**src/rtl/xbar_slave_arbiter.sv**
```systemverilog
// -----------------------------------------------------------------------------
// xbar_slave_arbiter
//
// Slave-port stage of the crossbar. It sits directly downstream of two master
// ports. It decodes each master's address MSB against SLAVE_ID and picks one
// hitting master (round-robin by default). It forwards that master's request to
// the slave, then routes the slave's ack, resp and rdata back to the winner.
// Only one transaction is in flight at a time; a read holds the port until the
// slave returns its response.
//
// Optional feature (compile-time macro XBAR_ARB_FIXED_PRIO_EN):
//   defined   -> fixed priority, master 0 wins whenever both masters hit;
//                no round-robin pointer exists.
//   undefined -> round-robin; the pointer flips to the non-granted master on
//                every slave ack.
//
// Ports:
//   clk, rst_in                 clock (rising edge), async active-low reset
//   mX_req/cmd/addr/wdata       master X request (cmd: 0 = read, 1 = write)
//   mX_ack                      request accepted, one-cycle pulse
//   mX_resp/rdata               read data valid pulse and data (0 otherwise)
//   s_req                       registered request to slave
//   s_cmd/s_addr/s_wdata        forwarded request fields, 0 while s_req = 0
//   s_ack, s_resp, s_rdata      slave handshake and read data
// -----------------------------------------------------------------------------
module xbar_slave_arbiter #(
    parameter int DATA_WIDTH = 16,
    parameter int ADDR_WIDTH = 32,
    parameter bit SLAVE_ID   = 1'b0
) (
    input  logic                  clk,
    input  logic                  rst_in,
    input  logic                  m0_req,
    input  logic                  m0_cmd,
    input  logic [ADDR_WIDTH-1:0] m0_addr,
    input  logic [DATA_WIDTH-1:0] m0_wdata,
    output logic                  m0_ack,
    output logic                  m0_resp,
    output logic [DATA_WIDTH-1:0] m0_rdata,
    input  logic                  m1_req,
    input  logic                  m1_cmd,
    input  logic [ADDR_WIDTH-1:0] m1_addr,
    input  logic [DATA_WIDTH-1:0] m1_wdata,
    output logic                  m1_ack,
    output logic                  m1_resp,
    output logic [DATA_WIDTH-1:0] m1_rdata,
    output logic                  s_req,
    output logic                  s_cmd,
    output logic [ADDR_WIDTH-1:0] s_addr,
    output logic [DATA_WIDTH-1:0] s_wdata,
    input  logic                  s_ack,
    input  logic                  s_resp,
    input  logic [DATA_WIDTH-1:0] s_rdata
);

    typedef enum logic [1:0] {
        IDLE      = 2'd0,
        GRANT     = 2'd1,
        WAIT_RESP = 2'd2
    } state_t;

    state_t state_q, state_d;
    logic   grant_q, grant_d;
    logic   s_req_q, s_req_d;
    logic   m0_hit, m1_hit;
    logic   tie_pick;
    logic   winner;
    logic   sel_cmd;
    logic [ADDR_WIDTH-1:0] sel_addr;
    logic [DATA_WIDTH-1:0] sel_wdata;

    assign m0_hit = m0_req && (m0_addr[ADDR_WIDTH-1] == SLAVE_ID);
    assign m1_hit = m1_req && (m1_addr[ADDR_WIDTH-1] == SLAVE_ID);

`ifdef XBAR_ARB_FIXED_PRIO_EN
    assign tie_pick = 1'b0;
`else
    logic rr_q, rr_d;
    assign tie_pick = rr_q;
`endif

    // Tie goes to tie_pick; otherwise the single hitting master (m1 iff it hits).
    assign winner = (m0_hit && m1_hit) ? tie_pick : m1_hit;

    assign sel_cmd   = grant_q ? m1_cmd   : m0_cmd;
    assign sel_addr  = grant_q ? m1_addr  : m0_addr;
    assign sel_wdata = grant_q ? m1_wdata : m0_wdata;

    assign s_req = s_req_q;

    always_comb begin
        state_d  = state_q;
        grant_d  = grant_q;
        s_req_d  = s_req_q;
`ifndef XBAR_ARB_FIXED_PRIO_EN
        rr_d     = rr_q;
`endif
        s_cmd    = 1'b0;
        s_addr   = '0;
        s_wdata  = '0;
        m0_ack   = 1'b0;
        m1_ack   = 1'b0;
        m0_resp  = 1'b0;
        m1_resp  = 1'b0;
        m0_rdata = '0;
        m1_rdata = '0;

        case (state_q)
            IDLE: begin
                if (m0_hit || m1_hit) begin
                    grant_d = winner;
                    s_req_d = 1'b1;
                    state_d = GRANT;
                end
            end
            GRANT: begin
                // Masters hold their request fields until acked, so a live mux
                // keeps the forwarded bus stable for the whole GRANT phase.
                s_cmd   = sel_cmd;
                s_addr  = sel_addr;
                s_wdata = sel_wdata;
                m0_ack  = s_ack && !grant_q;
                m1_ack  = s_ack && grant_q;
                if (s_ack) begin
                    s_req_d = 1'b0;
`ifndef XBAR_ARB_FIXED_PRIO_EN
                    rr_d    = ~grant_q;
`endif
                    state_d = sel_cmd ? IDLE : WAIT_RESP;
                end
            end
            WAIT_RESP: begin
                m0_resp = s_resp && !grant_q;
                m1_resp = s_resp && grant_q;
                // rdata is only meaningful alongside resp; keep it 0 otherwise.
                if (s_resp && !grant_q) m0_rdata = s_rdata;
                if (s_resp && grant_q)  m1_rdata = s_rdata;
                if (s_resp) begin
                    state_d = IDLE;
                end
            end
            default: begin
                state_d = IDLE;
                s_req_d = 1'b0;
            end
        endcase
    end

    always_ff @(posedge clk or negedge rst_in) begin
        if (!rst_in) begin
            state_q <= IDLE;
            grant_q <= 1'b0;
            s_req_q <= 1'b0;
        end else begin
            state_q <= state_d;
            grant_q <= grant_d;
            s_req_q <= s_req_d;
        end
    end

`ifndef XBAR_ARB_FIXED_PRIO_EN
    always_ff @(posedge clk or negedge rst_in) begin
        if (!rst_in) begin
            rr_q <= 1'b0;
        end else begin
            rr_q <= rr_d;
        end
    end
`endif

endmodule

```
**config.mk**
```make
export PLATFORM = sky130hd
export DESIGN_NAME = xbar_slave_arbiter
export DESIGN_NICKNAME = d
export VERILOG_FILES = /design/src/rtl/xbar_slave_arbiter.sv
export SDC_FILE = /design/constraint.sdc
export NUM_CORES = 1
export LEC_CHECK = 0
export BUFFER_PORTS_ARGS = -buffer_cell sky130_fd_sc_hd__buf_4
export CORE_AREA = 2 2 80 82
export CTS_BUF_LIST = sky130_fd_sc_hd__clkbuf_2
export DETAILED_ROUTE_END_ITERATION = 10
export DIE_AREA = 0 0 82 84
export HOLD_SLACK_MARGIN = 0.1
export MAX_ROUTING_LAYER = met4
export PLACE_DENSITY = 0.74
export SYNTH_ARGS = -nofsm -noshare
export SYNTH_HDL_FRONTEND = slang
export SYNTH_SLANG_ARGS = --single-unit
```
**constraint.sdc**
```tcl
create_clock -name clk -period 1.77 [get_ports clk]
set_input_delay 0.2655 -clock clk [delete_from_list [all_inputs] [get_ports clk]]
set_output_delay 0.2655 -clock clk [all_outputs]
set_load 0.005 [all_outputs]
```
==> qor.yml <==
outcome:
  status: "finished clean"
cts:
  cts_buffer_depth: 2
  root_buffer: "clkbuf_2"
  clock_sinks: 5
  clk_pin_slew_worst_paths_ns: 0.07
  numCtsBuffers: 3
  htree_levels: 1
  clock_latency_ns: 0.22
  tritoncts: "built"
  post_cts_buffers: 0
final_layout:
  antenna_cells: 0
  final_util: 0.4871
  area_growth_pct: 119.5
  drive_above_1_share: 0.6765
  final_nets: 495
  design_area_mm2: 0.002969
grt:
  grtUsageTotal: 0.1653
  grt_pass1_wl_um: 8894
  first_global_vias: 1795
  grt_max_degree: 51
  gr-total-overflow: 0
  grt_antenna_before_repair: 0
critical_path:
  crit_arrival_ns: 1.40
  cp-end-kind: "primary output"
  cpPeakStageDelay_ns: 0.44
  cp_max_fo: 33
  rrSetupSlack_ns: 0.43
  cp-start-kind: "register"
  rr_startpoint: "grant_q"
  path_cells: "buf_12, mux2i_1, nor2_2, buf_4"
  crit_type: "register to primary output"
  cpMaxStageDelayCell: "dfrtp_2"
  startpoint: "grant_q"
  critical_path_required_ns: 1.50
  reg2reg_depth: 4
  crit_end: "s_addr[14]"
  r2r-end: "state_q[1]"
synthesis:
  async_flop_share: 1.000
  yosysMostFrequentCell: "mux2i_1"
  yosysSeqAreaShare: 0.09251
  synth_area_leaders: "mux2i_1 36%, and2_1 15%, nor2_2 13%, dfrtp_1 9.3%, buf_6 6.7%"
  postSynthAreaPerCell_um2: 7.818
  syn_nets: 293
  synth_top_area_frac: 0.3626
  synth_edf_count: 0
  ys.flop_type: "dfrtp_1"
  synthesis.area_mm2: 0.001353
  synth_commonest_cells: "49 x mux2i_1, 32 x and2_1, 29 x nor2_2"
  ys_ff_latch: 5
  ys_types: 22
  yosysWarnings: 0
  yosys.area.top_type: "mux2i_1"
  synthCells: 173
timing:
  period_minus_slack_ns: 1.667
  fin_skew_ns: 0.009639
  period_share: 0.9420
  grt_setup_unrepaired: "yes"
  hold_ws_ns: 0.2522
  timing.fmax_ghz: 0.5998
  tightest_slew_ns: 0.3124
  hold_violations: 0
  slew_headroom: 0.7891
  slew_violations: 0
  finalSetupTns_ns: 0
  final-setup-viol-count: 0
flow_run:
  maxCapViolCount: 0
worst_hold_path:
  hold_class: "primary input to register"
routing:
  ant_nets: 0
  wl_per_cell_um: 13.26
  drt-total-wl_um: 5980
  num_vias: 1922
  viasPerCell: 4.262
  post-route-drc-count: 0
  drtPass1Iterations: 4
  drt-initial-drc-count: 30
floorplan:
  pin_count: 206
  die_area_mm2: 0.006888
  chipWidth_um: 82
  initial_core_util: 0.2219
  coreArea_mm2: 0.006096
  row_count: 29
  fp.dieH_um: 84
place:
  place.gp.congestion: 0.7589
  numPortBuffers: 205
  placed_cell_area_mm2: 0.002929
  place_hpwl_um: 5067
power:
  leakage_nw: 1.677
  irDropWorstVdd_mv: 0.6507
  power_per_cell_area_mw_per_mm2: 928.3
-- cells in the final DEF (no fill, tap or decap), drive strengths merged --
cell type / instances
inv: 2
dfrtp: 5
nor2: 52
nand2: 4
nand3: 1
nor2b: 2
o21ai: 3
clkbuf: 4
o311ai: 1
nor3: 2
o22ai: 1
buf: 210
and2: 32
mux2i: 49
dlygate4sd3: 1
nand3b: 1
nand2b: 2
a21o: 2
-- registers in the layout (all words and copies together) (netlist names) --
| name | flops |
|---|---|
| s_req | 1 |
| grant_q | 1 |
| state_q | 2 |
| rr_q | 1 |
-- cells by family after synthesis --
logic type	after synthesis	share of synthesized area
AOI/OAI and AO/OA	7	0.03608
and+or+nand+nor	96	0.4107
buffers and inverters	16	0.09805
muxes	49	0.3626
DFF	5	0.09251
-- critical path: cells and delay by family (launching register included) --
kind | cells | cell delay, ns
multiplexers | 1 | 0.26
buffers and inverters | 2 | 0.40
flip-flops | 1 | 0.44
AND/OR/NAND/NOR | 1 | 0.05
-- routing by layer --
| layer | track usage | routed length, µm | vias up |
|---|---|---|---|
| met5 | - | 0 | - |
| met4 | 0.02879 | 0 | 0 |
| met3 | 0.03463 | 537 | 0 |
| met2 | 0.3119 | 3337 | 86 |
| met1 | 0.1735 | 2105 | 864 |
| li1 | - | - | 972 |
-- worst min-delay path by stage --
| stage | depth (start not counted) | slack (ns) | start | to |
|---|---|---|---|---|
| 3_3_place_gp | 1 | 0.07 | rst_in | s_req |
| 3_5_place_dp | 1 | 0.07 | rst_in | s_req |
| 2_1_floorplan | 0 | -0.03 | rst_in | grant_q |
| 4_1_cts | 2 | 0.23 | s_ack | state_q[0] |
| 6_report | 2 | 0.25 | s_ack | state_q[0] |
| 5_1_grt | 2 | 0.22 | s_resp | state_q[1] |
-- what timing repair did --
item,in CTS,in global routing
hold buffers,1,0
hold endpoints to repair,5,0
resized for setup,1,3
setup endpoints to repair,1,69
-- final cells by class --
cell class                 instances  area (µm²)
timing repair buffer             211        1615
fill                             629        3127
sequential                         5       128.9
clock buffer                       4       20.02
multi-input combinational        152        1101
inverter                           2       7.507
tap                               77       96.34
-- where the power goes --
part           internal (mW)  switching, mW
Combinational           1.31           1.09
Clock                 0.0599         0.0488
Sequential             0.170         0.0790
Total                   1.54           1.22
-- stage by stage --
step	total power [mW]	worst slack [ns]	instances
after detailed placement	2.660	0.2618	446
after CTS	2.790	0.06212	451
final	2.756	0.1027	451
after floorplan	1.685	0.4714	173
after global routing	2.982	-0.01759	451
after global placement	2.609	0.2993	446
Power figures use the tool's default switching activity.
